<file path="config.mk">
export PLATFORM = sky130hd
export DESIGN_NAME = button_event_ctrl_flat
export DESIGN_NICKNAME = d
export VERILOG_FILES = /design/src/rtl/chrono_pkg.sv /design/src/rtl/button_event_ctrl_if.sv /design/src/rtl/btn_event_unit.sv /design/src/rtl/button_event_ctrl.sv /design/src/flat_wrapper.sv
export SDC_FILE = /design/constraint.sdc
export NUM_CORES = 1
export LEC_CHECK = 0
export CELL_PAD_IN_SITES_DETAIL_PLACEMENT = 0
export CELL_PAD_IN_SITES_GLOBAL_PLACEMENT = 1
export CORE_MARGIN = 2
export CORE_UTILIZATION = 50
export CTS_CLUSTER_SIZE = 25
export DETAILED_ROUTE_END_ITERATION = 7
export PLACE_DENSITY_LB_ADDON = 0.1
export SLEW_MARGIN = 20
export SYNTH_ARGS = -nofsm -noshare
export SYNTH_HDL_FRONTEND = slang
export SYNTH_SLANG_ARGS = --single-unit
</file>
<file path="constraint.sdc">
create_clock -name clk -period 20 [get_ports clk]
set_input_delay 3 -clock clk [delete_from_list [all_inputs] [get_ports clk]]
set_output_delay 3 -clock clk [all_outputs]
set_load 0.005 [all_outputs]
</file>
<file path="src/rtl/chrono_pkg.sv">
// Shared types and helpers for the chronometer button front end.
package chrono_pkg;

  typedef enum logic [1:0] {
    StReleased = 2'd0,
    StPressed  = 2'd1,
    StRepeat   = 2'd2
  } btn_state_t;

  // Bits needed to hold values 0..max_val; never less than one.
  function automatic int unsigned cnt_w(input int unsigned max_val);
    return (max_val < 1) ? 1 : $clog2(max_val + 1);
  endfunction

endpackage

</file>
<file path="src/rtl/button_event_ctrl_if.sv">
// Button levels in, filtered level and event pulses out.
interface button_event_ctrl_if #(
  parameter int unsigned N_BTN = 4
);
  logic [N_BTN-1:0] btn_i;
  logic [N_BTN-1:0] level_o;
  logic [N_BTN-1:0] press_o;
  logic [N_BTN-1:0] release_o;
  logic [N_BTN-1:0] repeat_o;
  logic [N_BTN-1:0] long_o;

  modport master (
    output btn_i,
    input  level_o, press_o, release_o, repeat_o, long_o
  );

  modport slave (
    input  btn_i,
    output level_o, press_o, release_o, repeat_o, long_o
  );
endinterface

</file>
<file path="src/rtl/btn_event_unit.sv">
// One button: stable-time filter followed by press/hold/repeat event FSM.
module btn_event_unit
  import chrono_pkg::*;
#(
  parameter int unsigned STABLE_CYC = 500000,
  parameter int unsigned HOLD_CYC   = 50000000,
  parameter int unsigned REPEAT_CYC = 10000000,
  parameter bit          REPEAT_EN  = 1'b1
) (
  input  logic clk,
  input  logic rst,
  input  logic btn_i,
  output logic level_o,
  output logic press_o,
  output logic release_o,
  output logic repeat_o,
  output logic long_o
);
  localparam int unsigned SW   = cnt_w(STABLE_CYC);
  localparam int unsigned HMAX = (HOLD_CYC > REPEAT_CYC) ? HOLD_CYC : REPEAT_CYC;
  localparam int unsigned HW   = cnt_w(HMAX);
  localparam logic [SW-1:0] StbLast  = SW'(STABLE_CYC - 1);
  localparam logic [HW-1:0] HoldLast = HW'(HOLD_CYC - 1);
  localparam logic [HW-1:0] RptLast  = HW'(REPEAT_CYC - 1);

  logic [SW-1:0] stb_d, stb_q;
  logic [HW-1:0] hold_d, hold_q;
  logic          level_d, level_q;
  logic          press_d, press_q, rel_d, rel_q, rpt_d, rpt_q, long_d, long_q;
  btn_state_t    state_d, state_q;
  logic          accept, rise, fall;

  always_comb begin
    accept  = 1'b0;
    stb_d   = stb_q;
    level_d = level_q;
    if (btn_i == level_q) begin
      stb_d = '0;
    end else if (stb_q == StbLast) begin
      level_d = ~level_q;
      stb_d   = '0;
      accept  = 1'b1;
    end else begin
      stb_d = stb_q + SW'(1);
    end
  end

  assign rise = accept & level_d;
  assign fall = accept & ~level_d;

  always_comb begin
    state_d = state_q;
    hold_d  = hold_q;
    press_d = 1'b0;
    rel_d   = 1'b0;
    rpt_d   = 1'b0;
    long_d  = long_q;
    unique case (state_q)
      StReleased: begin
        if (rise) begin
          state_d = StPressed;
          press_d = 1'b1;
          hold_d  = '0;
        end
      end
      StPressed, StRepeat: begin
        // A release wins over any hold/repeat expiry in the same cycle.
        if (fall) begin
          state_d = StReleased;
          rel_d   = 1'b1;
          long_d  = 1'b0;
          hold_d  = '0;
        end else if (state_q == StPressed) begin
          if (hold_q == HoldLast) begin
            state_d = StRepeat;
            rpt_d   = 1'b1;
            long_d  = 1'b1;
            hold_d  = '0;
          end else begin
            hold_d = hold_q + HW'(1);
          end
        end else if (REPEAT_EN) begin
          if (hold_q == RptLast) begin
            rpt_d  = 1'b1;
            hold_d = '0;
          end else begin
            hold_d = hold_q + HW'(1);
          end
        end
      end
      default: state_d = StReleased;
    endcase
  end

  always_ff @(posedge clk or posedge rst) begin
    if (rst) begin
      state_q <= StReleased;
      stb_q   <= '0;
      hold_q  <= '0;
      level_q <= 1'b0;
      press_q <= 1'b0;
      rel_q   <= 1'b0;
      rpt_q   <= 1'b0;
      long_q  <= 1'b0;
    end else begin
      state_q <= state_d;
      stb_q   <= stb_d;
      hold_q  <= hold_d;
      level_q <= level_d;
      press_q <= press_d;
      rel_q   <= rel_d;
      rpt_q   <= rpt_d;
      long_q  <= long_d;
    end
  end

  assign level_o   = level_q;
  assign press_o   = press_q;
  assign release_o = rel_q;
  assign repeat_o  = rpt_q;
  assign long_o    = long_q;

endmodule

</file>
<file path="src/rtl/button_event_ctrl.sv">
// Array of independent button event units behind one interface.
module button_event_ctrl
  import chrono_pkg::*;
#(
  parameter int unsigned N_BTN      = 4,
  parameter int unsigned STABLE_CYC = 500000,
  parameter int unsigned HOLD_CYC   = 50000000,
  parameter int unsigned REPEAT_CYC = 10000000,
  parameter bit          REPEAT_EN  = 1'b1
) (
  input logic                clk,
  input logic                rst,
  button_event_ctrl_if.slave bus
);
  logic [N_BTN-1:0] level, press, rel, rpt, lng;

  for (genvar i = 0; i < N_BTN; i++) begin : g_btn
    btn_event_unit #(
      .STABLE_CYC (STABLE_CYC),
      .HOLD_CYC   (HOLD_CYC),
      .REPEAT_CYC (REPEAT_CYC),
      .REPEAT_EN  (REPEAT_EN)
    ) u_unit (
      .clk       (clk),
      .rst       (rst),
      .btn_i     (bus.btn_i[i]),
      .level_o   (level[i]),
      .press_o   (press[i]),
      .release_o (rel[i]),
      .repeat_o  (rpt[i]),
      .long_o    (lng[i])
    );
  end

  assign bus.level_o   = level;
  assign bus.press_o   = press;
  assign bus.release_o = rel;
  assign bus.repeat_o  = rpt;
  assign bus.long_o    = lng;

endmodule

</file>
<file path="src/flat_wrapper.sv">
// flat-port wrapper written by rule: the top's interface ports become plain ports
module button_event_ctrl_flat import chrono_pkg::*;
#(
  parameter int unsigned N_BTN      = 4,
  parameter int unsigned STABLE_CYC = 500000,
  parameter int unsigned HOLD_CYC   = 50000000,
  parameter int unsigned REPEAT_CYC = 10000000,
  parameter bit          REPEAT_EN  = 1'b1
)
  (clk, rst, bus_btn_i, bus_level_o, bus_press_o, bus_release_o, bus_repeat_o, bus_long_o);
  button_event_ctrl_if #(.N_BTN(N_BTN)) bus_i ();
  input logic clk;
  input logic rst;
  input wire logic [$bits(bus_i.btn_i)-1:0] bus_btn_i;
  output wire logic [$bits(bus_i.level_o)-1:0] bus_level_o;
  output wire logic [$bits(bus_i.press_o)-1:0] bus_press_o;
  output wire logic [$bits(bus_i.release_o)-1:0] bus_release_o;
  output wire logic [$bits(bus_i.repeat_o)-1:0] bus_repeat_o;
  output wire logic [$bits(bus_i.long_o)-1:0] bus_long_o;
  assign bus_i.btn_i = bus_btn_i;
  assign bus_level_o = bus_i.level_o;
  assign bus_press_o = bus_i.press_o;
  assign bus_release_o = bus_i.release_o;
  assign bus_repeat_o = bus_i.repeat_o;
  assign bus_long_o = bus_i.long_o;
  button_event_ctrl #(.N_BTN(N_BTN), .STABLE_CYC(STABLE_CYC), .HOLD_CYC(HOLD_CYC), .REPEAT_CYC(REPEAT_CYC), .REPEAT_EN(REPEAT_EN)) u_core (.clk(clk), .rst(rst), .bus(bus_i));
endmodule
</file>
==> flow_metrics.py <==
metrics = {
    "timing": {
        "hold_viol": 0,
        "fin_tns_setup_ns": 0,
        "finalSetupViolCount": 0,
        "rsz0062_at_grt": "no",
        "relSlewSlack": 0.296,
        "tightest_slew_ns": 1.05,
        "fmax_ghz": 0.199,
        "skew_ns": 0.00763,
        "post-route-period-util": 0.251,
        "fin_crit_ns": 5.02,
        "final-max-slew-violation-count": 0,
    },
    "job": {
        "maxCapViolations": 0,
    },
    "place": {
        "dp_hpwl_um": 15200,
        "port_buffers": 25,
        "gp_congestion": 0.766,
    },
    "routing": {
        "viasPerCell": 5.71,
        "drc": 0,
        "via_count": 8757,
        "antenna_left": 0,
        "drt_wl_total_um": 23600,
        "drt_pass1_iterations": 4,
        "wl_per_cell_um": 15.4,
        "initialDrtViolationCount": 577,
    },
    "pwr": {
        "ir_drop_v": 0.0000638,
        "power_uw": 906,
        "p_per_area_nw_per_um2": 72.2,
        "p_leak_uw": 0.00537,
    },
    "yosys": {
        "synth_edf_count": 0,
        "synth_top_area_cell": "dfrtp_1",
        "yosys-top-cells-area": "dfrtp_1 46%, nor2_1 5.6%, nand3_1 4.3%",
        "async_flop_share": 1.00,
        "syn_area_per_cell_um2": 9.26,
        "ys_ff_latch": 208,
        "yosysWarnings": 0,
        "synthTopCellsByCount": "208 x dfrtp_1, 170 x nor2_1, 101 x nand2_1",
        "synth-seq-area-share": 0.460,
        "synth_fp_nets": 1250,
        "ys.flop_type": "dfrtp_1",
        "synth_most_common_cell": "dfrtp_1",
        "synthCells": 1221,
        "ys_types": 73,
        "synth_area_um2": 11300,
        "synth.top_cell.area_share": 0.460,
    },
    "worst_setup_path": {
        "rrSetupSlack_ns": 16.93,
        "critPathLaunchType": "input pin",
        "reg2reg_depth": 8,
        "end_kind": "register",
        "critPathKind": "in2reg",
        "crit_slowest_cell": "nor2_1",
        "path_max_fanout": 21,
        "crit_chain": "clkdlybuf4s50_1 -> nor2b_1 -> nand2_1 -> o31a_1 -> nor2_1 -> nor2_1",
        "slowest_delay_ns": 0.84,
        "cp_data_required_time_ns": 20.36,
        "reg2reg_to": "u_core.g_btn[2].u_unit.hold_q[12]$_DFFE_PP0P_",
        "r2r_start": "u_core.g_btn[2].u_unit.stb_q[0]$_DFF_PP0_",
        "path_common_cell": "nor2_1",
        "worstPathArrival_ns": 5.38,
    },
    "cts": {
        "cts-root-buf": "clkbuf_16",
        "cts_tree": "built",
        "ctsResizeCount": 0,
        "cts_buffer_depth": 3,
        "clk_latency_ns": 0.52,
        "clock-sinks": 208,
        "cts_buffers": 25,
        "cts_hold_buffers": 0,
        "clkTransAtPathRegs_ns": 0.06,
        "cts_setup_buffers": 0,
        "cts.htree.levels": 1,
    },
    "global_routing": {
        "antenna_found_initial": 0,
        "grt_pass1_wl_um": 41200,
        "grt_use_total": 0.201,
        "grt_max_degree": 138,
        "grt_pass1_vias": 8464,
        "overflow": 0,
    },
    "worst_hold_path": {
        "hold_path_class": "reg2reg",
        "whs_endpoint": "u_core.g_btn[1].u_unit.stb_q[0]$_DFF_PP0_",
        "min_from": "u_core.g_btn[1].u_unit.stb_q[0]$_DFF_PP0_",
        "hold_depth": 1,
    },
    "final_layout": {
        "synthToLayoutAreaGrowth_pct": 11.0,
        "diodes": 0,
        "nets": 1259,
        "drive_gt1_frac": 0.0633,
    },
    "die": {
        "die_x_um": 154,
        "die-area_um2": 23800,
        "io_pins": 26,
        "std_cell_rows": 55,
        "core_area_um2": 22400,
        "start_util": 0.504,
        "die_h_um": 154,
    },
    "status": {
        "status": "complete, no violations",
    },
}
metrics by stage:
stage	hold slack [ns]	worst slack [ns]	util	instances	cell area, um2
finish	0.470	14.98	0.560	1533	12600
global route	0.509	14.72	0.560	1533	12600
CTS	0.473	14.94	0.559	1533	12500
detailed placement	0.460	14.43	0.522	1488	11700
global placement	0.461	14.51	0.522	1488	11700
floorplan	0.433	11.32	-	1221	11300
worst max-delay path: cells and delay by family:
kind            cells  cell delay (ns)
simple gates        4             1.36
compound gates      1             0.51
buf+inv             1             0.50
registers in the layout (all words and copies together), names as in the netlist:
name	cells
u_core.g_btn.u_unit.stb_q	76
u_core.g_btn.u_unit.long_o	4
u_core.g_btn.u_unit.release_o	4
u_core.g_btn.u_unit.level_o	4
u_core.g_btn.u_unit.hold_q	104
u_core.g_btn.u_unit.state_q	8
u_core.g_btn.u_unit.repeat_o	4
u_core.g_btn.u_unit.press_o	4
worst max path at each step:
stage	startpoint	endpoint	slack [ns]	cells past startpoint
2_1_floorplan	rst	u_core.g_btn[0].u_unit.hold_q[0]$_DFFE_PP0P_	11.32	1
3_3_place_gp	bus_btn_i[3]	u_core.g_btn[3].u_unit.hold_q[14]$_DFFE_PP0P_	14.51	6
3_5_place_dp	bus_btn_i[3]	u_core.g_btn[3].u_unit.hold_q[25]$_DFFE_PP0P_	14.43	6
4_1_cts	bus_btn_i[3]	u_core.g_btn[3].u_unit.hold_q[25]$_DFFE_PP0P_	14.94	6
5_1_grt	bus_btn_i[3]	u_core.g_btn[3].u_unit.hold_q[16]$_DFFE_PP0P_	14.72	6
6_report	bus_btn_i[3]	u_core.g_btn[3].u_unit.hold_q[25]$_DFFE_PP0P_	14.98	6
kinds of logic after synthesis:
| family | count (synthesis) | share of synthesized area |
|---|---|---|
| and+or+nand+nor | 629 | 0.289 |
| DFF | 208 | 0.460 |
| AOI/OAI and AO/OA | 177 | 0.111 |
| buffers and inverters | 88 | 0.0377 |
| xor gates and xnor gates | 87 | 0.0674 |
| adders and majority gates | 23 | 0.0254 |
| muxes | 9 | 0.00874 |
layer usage:
layer / wire length (um) / GRT usage
met1: 12000 / 0.295
met5: 0 / 0
met3: 572 / 0.0263
met4: 411 / 0.0388
met2: 10600 / 0.325
power breakdown:
part / total, uW / switching (uW) / internal [uW]
Sequential: 429 / 4.32 / 425
Combinational: 20.5 / 15.1 / 5.35
Clock: 456 / 176 / 280
layout by cell type (no fill, tap or decap), types with 36 or more instances in the layout:
cell type and n:
nand4_1 46, nor3_1 41, and3_1 36, nand2_1 101, dfrtp_1 208, nor2_1 170
o21ai_0 44, xor2_1 54, nand3_1 97, inv_1 36
final cells by class:
cell class | instances | area (um2)
fill | 2012 | 9880
clock inverter | 9 | 98.8
multi-input combinational | 925 | 5700
sequential | 208 | 5200
clock buffer | 36 | 737
timing repair buffer | 33 | 310
inverter | 37 | 146
tap | 285 | 357
Power figures use the tool's default switching activity.
